**src/rtl/ifu_lsu_axi_rd_arb.sv**
```systemverilog
// ifu_lsu_axi_rd_arb: round-robin AXI4 read arbiter sharing one master port between IFU (S0) and LSU (S1)
module ifu_lsu_axi_rd_arb #(
  parameter int AW = 32,
  parameter int DW = 32,
  parameter int IDW = 2,
  parameter int MAX_OUT = 4
) (
  input  logic           clk,
  input  logic           rst_n,
  input  logic [IDW-1:0] s0_arid,
  input  logic [AW-1:0]  s0_araddr,
  input  logic [7:0]     s0_arlen,
  input  logic [2:0]     s0_arsize,
  input  logic [1:0]     s0_arburst,
  input  logic           s0_arvalid,
  output logic           s0_arready,
  output logic [IDW-1:0] s0_rid,
  output logic [DW-1:0]  s0_rdata,
  output logic [1:0]     s0_rresp,
  output logic           s0_rlast,
  output logic           s0_rvalid,
  input  logic           s0_rready,
  input  logic [IDW-1:0] s1_arid,
  input  logic [AW-1:0]  s1_araddr,
  input  logic [7:0]     s1_arlen,
  input  logic [2:0]     s1_arsize,
  input  logic [1:0]     s1_arburst,
  input  logic           s1_arvalid,
  output logic           s1_arready,
  output logic [IDW-1:0] s1_rid,
  output logic [DW-1:0]  s1_rdata,
  output logic [1:0]     s1_rresp,
  output logic           s1_rlast,
  output logic           s1_rvalid,
  input  logic           s1_rready,
  output logic [IDW:0]   m_arid,
  output logic [AW-1:0]  m_araddr,
  output logic [7:0]     m_arlen,
  output logic [2:0]     m_arsize,
  output logic [1:0]     m_arburst,
  output logic           m_arvalid,
  input  logic           m_arready,
  input  logic [IDW:0]   m_rid,
  input  logic [DW-1:0]  m_rdata,
  input  logic [1:0]     m_rresp,
  input  logic           m_rlast,
  input  logic           m_rvalid,
  output logic           m_rready,
  output logic           rsp_err_o
);
  localparam int CW = $clog2(MAX_OUT + 1);
  typedef enum logic [1:0] {IDLE, GNT0, GNT1} state_t;
  state_t state;
  logic rr_ptr;
  logic [CW-1:0] cnt0, cnt1;
  logic e0, e1, g1, hs, src, r_done, inc0, inc1, dec0, dec1;
  assign e0 = s0_arvalid & (cnt0 != CW'(MAX_OUT));
  assign e1 = s1_arvalid & (cnt1 != CW'(MAX_OUT));
  assign g1 = state == GNT1;
  assign m_arvalid = (state == GNT0) ? s0_arvalid : g1 ? s1_arvalid : 1'b0;
  assign m_arid = {g1, g1 ? s1_arid : s0_arid};
  assign m_araddr = g1 ? s1_araddr : s0_araddr;
  assign m_arlen = g1 ? s1_arlen : s0_arlen;
  assign m_arsize = g1 ? s1_arsize : s0_arsize;
  assign m_arburst = g1 ? s1_arburst : s0_arburst;
  assign s0_arready = (state == GNT0) & m_arready;
  assign s1_arready = g1 & m_arready;
  assign hs = m_arvalid & m_arready;
  assign inc0 = hs & ~g1;
  assign inc1 = hs & g1;
  assign src = m_rid[IDW];
  assign s0_rvalid = rst_n & m_rvalid & ~src;
  assign s1_rvalid = rst_n & m_rvalid & src;
  assign m_rready = rst_n & (src ? s1_rready : s0_rready);
  assign s0_rid = m_rid[IDW-1:0];
  assign s1_rid = m_rid[IDW-1:0];
  assign s0_rdata = m_rdata;
  assign s1_rdata = m_rdata;
  assign s0_rresp = m_rresp;
  assign s1_rresp = m_rresp;
  assign s0_rlast = m_rlast;
  assign s1_rlast = m_rlast;
  assign r_done = m_rvalid & m_rready & m_rlast;
  assign dec0 = r_done & ~src;
  assign dec1 = r_done & src;
  // grant FSM, round-robin pointer, per-source outstanding counters and sticky error
  always_ff @(posedge clk or negedge rst_n) begin
    if (!rst_n) begin
      state <= IDLE;
      rr_ptr <= 1'b0;
      cnt0 <= '0;
      cnt1 <= '0;
      rsp_err_o <= 1'b0;
    end else begin
      if (state == IDLE) begin
        if (e0 | e1) state <= ((e0 & e1) ? rr_ptr : e1) ? GNT1 : GNT0;
      end else if (hs) begin
        state <= IDLE;
        rr_ptr <= ~g1;
      end else if (!m_arvalid) begin
        state <= IDLE;
      end
      cnt0 <= (inc0 & ~dec0) ? cnt0 + CW'(1) : (dec0 & ~inc0 & cnt0 != '0) ? cnt0 - CW'(1) : cnt0;
      cnt1 <= (inc1 & ~dec1) ? cnt1 + CW'(1) : (dec1 & ~inc1 & cnt1 != '0) ? cnt1 - CW'(1) : cnt1;
      rsp_err_o <= rsp_err_o | (dec0 & cnt0 == '0) | (dec1 & cnt1 == '0);
    end
  end
endmodule
```
**config.mk**
```make
export PLATFORM = sky130hd
export DESIGN_NAME = ifu_lsu_axi_rd_arb
export DESIGN_NICKNAME = d
export VERILOG_FILES = /design/src/rtl/ifu_lsu_axi_rd_arb.sv
export SDC_FILE = /design/constraint.sdc
export NUM_CORES = 1
export LEC_CHECK = 0
export ABC_AREA = 0
export CAP_MARGIN = 20
export CORE_ASPECT_RATIO = 1.4
export CORE_MARGIN = 10
export CORE_UTILIZATION = 24
export CTS_BUF_LIST = sky130_fd_sc_hd__clkbuf_8 sky130_fd_sc_hd__clkbuf_16
export CTS_CLUSTER_SIZE = 16
export DETAILED_ROUTE_END_ITERATION = 10
export HOLD_SLACK_MARGIN = 0.08
export PLACE_DENSITY_LB_ADDON = 0.15
export SYNTH_ARGS = -nofsm -noshare
export SYNTH_HDL_FRONTEND = slang
export SYNTH_SLANG_ARGS = --single-unit
```
**constraint.sdc**
```tcl
create_clock -name clk -period 2.3 [get_ports clk]
set_input_delay 0.23 -clock clk [delete_from_list [all_inputs] [get_ports clk]]
set_output_delay 0.23 -clock clk [all_outputs]
set_load 0.02 [all_outputs]
```
==> results of run 1 <==
## placed cells by master (no fill, tap or decap), types with 2 or more instances in the layout
cell type,instances
nand2_1,148
clkdlybuf4s50_1,138
dlymetal6s2s_1,20
dfrtp_1,10
buf_4,10
nor2_1,7
clkbuf_8,4
inv_1,3
nand3_1,3
a21oi_1,3
xnor2_1,3
nand2b_1,2
o21ai_0,2
and3_1,2
a21boi_0,2
nor3_1,2
nor4_1,2
mux2_2,2
o211ai_1,2
fa_1,2
buf_12,2
## per-stage QoR
step	setup slack (ps)	instance area, µm²	utilization, %
4_1_cts	11.72	3074	41.76
6_report	102.9	3161	42.94
5_1_grt	-1.257	3158	42.90
3_3_place_gp	51.97	3017	40.98
2_1_floorplan	309.8	1814	-
3_5_place_dp	50.86	3017	40.98
## synth_stat cells (2+ instances only)
cell      instances  area [µm²]
xnor2_1           3       26.28
inv_1             4       15.01
nor4_1            2       12.51
fa_1              2       40.04
o211ai_1          2       15.01
nand3_1           3       15.01
and3_1            2       12.51
buf_4            75       563.0
a21boi_0          2       15.01
nor3_1            2       10.01
mux2_2            2       22.52
nand2_1         148       555.5
dfrtp_1          10       250.2
nor2_1            7       26.28
a21oi_1           3       15.01
nand2b_1          2       12.51
o21ai_0           2       10.01
clkbuf_1          8       30.03
## kinds of logic after synthesis
logic type,Yosys count
AO/OA/AOI/OAI,18
XOR/XNOR,3
adder cells (fa/ha/maj),2
buffers and inverters,90
flip-flops,10
multiplexers,3
AND/OR/NAND/NOR,173
## what timing repair did
action | 4_1_cts | 5_1_grt
cloned | 0 | 1
buffers inserted | 0 | 0
gates resized for setup | 2 | 24
setup endpoints to repair | 41 | 46
## power by group
group,switching [mW],leakage (nW),internal [mW]
Combinational,1.39,1.45,1.23
Clock,0.0709,0.0288,0.151
Sequential,0.115,0.121,0.266
Total,1.58,1.60,1.64
## flip-flops by register name, summed over array words and instances (netlist names)
| register | cells |
|---|---|
| cnt0 | 3 |
| cnt1 | 3 |
| state | 2 |
| rr_ptr | 1 |
| rsp_err_o | 1 |
## worst max-delay path by stage
stage                     startpoint      endpoint  slack, ps
after CTS                   state[0]     m_arid[1]         10
after floorplan             state[0]       cnt1[1]        310
after global routing        state[0]  m_araddr[31]         -1
after global placement         rst_n       cnt1[1]         50
final                       state[0]    m_arlen[0]        100
after detailed placement       rst_n       cnt1[1]         50
## area by class of cell
class	instances	area (µm²)	area share, %
inverters	4	15.01	0.4751
clock buffers	4	55.05	1.742
multi-input cells	199	935.9	29.61
flip-flops and latches	10	250.2	7.918
diodes	1	2.502	0.07918
repair buffers	172	1780	56.33
well taps	97	121.4	3.840
## critical path, stage by stage, from the launching register on
cell and delay (ps):
dfrtp_1 420, inv_1 110, nand2_1 110, inv_2 140
clkbuf_16 210, nand2_1 60, nand2_1 50, clkdlybuf4s50_1 610
## per-layer routing
metal  vias to the layer above  global-route usage, %
li1                       1044                      -
met1                       886                  14.23
met2                       131                  24.08
met3                        14                  8.980
met4                         0                  3.385
met5                         -                      0
==> run metrics, run 1 <==
status completed; final hold slack 359.4 ps; Fill cells between 700 and 800; std cell rows 37; multiplexer share of the synthesized area 1.793%; CP endpoint kind output pin; Worst-path clk slew 50 ps; Peak supply drop 0.4534 mV; main combinational cell family by area after synthesis simple AND/OR/NAND/NOR gates; port bufs 160; hold_buf cts 0; CORE AREA 0.007361 mm²; Starting Density 24.65%; final instance count without filler cells 487; 1st-iter DRT viols between 80 and 90; post-synthesis net count 441; Final #Nets 532; maxcap violations 0; DR vias between 2000 and 2500; clock latency on the worst-skew pair around 240 ps; routability congestion estimate 0.7868; die area 0.01149 mm²; CP required a little over 2000 ps; total track usage ~14%; flop2flop setup slack 330 ps; asr flop ratio synth 100.0%; Post-Synth Simple-Gate Area around 39%; P&R area growth vs syn 74.21%; XOR/XNOR Fraction of Synth Area 1.448%; Peak Freq 0.4551 GHz; Synth Area per Inst 6.068 µm²; synthesized cell area approximately 0.0018 mm²; DRT met1 WL 2.961 mm; clock root cell clkbuf_8; Ports 269; worst-margin pin slew 379.8 ps; Post-synth EDFFs 0; largest fanout on the critical path 24; Die Width between 90 and 100 µm; final hold viol count 0; TritonCTS clock tree yes; Final Skew 1.401 ps; count of cell types in the netlist 38; H-tree Lvls 1; layout cells sized above 1 6.427%; remaining global-route overflow 0; post-synthesis sequential area ratio 13.79%; reg-to-reg startpoint state[0]; vias in the first global route between 2000 and 2500; Final ANT Viol Nets 0; top layer in use met4; Fin Setup TNS 0 ps; HPWL Detailed 7.438 mm; cts bufs inserted 3; worst path arrival time 1970 ps; pwr dens 1019 mW/mm²; final wirelength between 8 and 9 mm; Tot Pwr 3.220 mW; Reg2Reg Depth 5; Die Y between 100 and 150 µm; DR vias/cell 4.261; total length of routed met3 wires 1.421 mm; ys flop type dfrtp_1; kind of critical path flip-flop to output pin; # setup viols final 0; synthesis-stage register bit count 10; hold crit path type primary input to asynchronous set/reset pin; placed cell count 481; largest net degree at the start of global routing 49; Final Slew Violations 0; DR WL/cell ~18 µm; Synth Area in Compound Gates 7.103%; Post-Synth Adder-Cell Area 2.207%; Ys Warns 0; initial antenna violation count 0; first-pass GRT wire length 12.84 mm; reg2reg end cnt1[1]; Rel. slew slack between 70% and 80%; Final period util a little over nine tenths; Critical Path Source Type flip-flop; met2 wire length 4.346 mm; number of remaining DRC errors 0; CTS max path bufs 2; Leakage 1.604 nW; minimum clock period 2197 ps; clock sinks 10; Gate Count Post-Synth 299; drt first pass iters 4
Power figures use the tool's default switching activity.
==> run 2: changes to the inputs <==
--- a/config.mk
+++ b/config.mk
@@ -6,11 +6,13 @@
 export NUM_CORES = 1
 export LEC_CHECK = 0
 export ABC_AREA = 0
+export ABC_CLOCK_PERIOD_IN_PS = 2300
 export CAP_MARGIN = 20
 export CORE_ASPECT_RATIO = 1.4
 export CORE_MARGIN = 10
 export CORE_UTILIZATION = 24
 export CTS_BUF_LIST = sky130_fd_sc_hd__clkbuf_8 sky130_fd_sc_hd__clkbuf_16
+export CTS_CLUSTER_DIAMETER = 150
 export CTS_CLUSTER_SIZE = 16
 export DETAILED_ROUTE_END_ITERATION = 10
 export HOLD_SLACK_MARGIN = 0.08
==> results of run 2 <==
The final DEF is identical to that of run 1; final timing and power are the same.
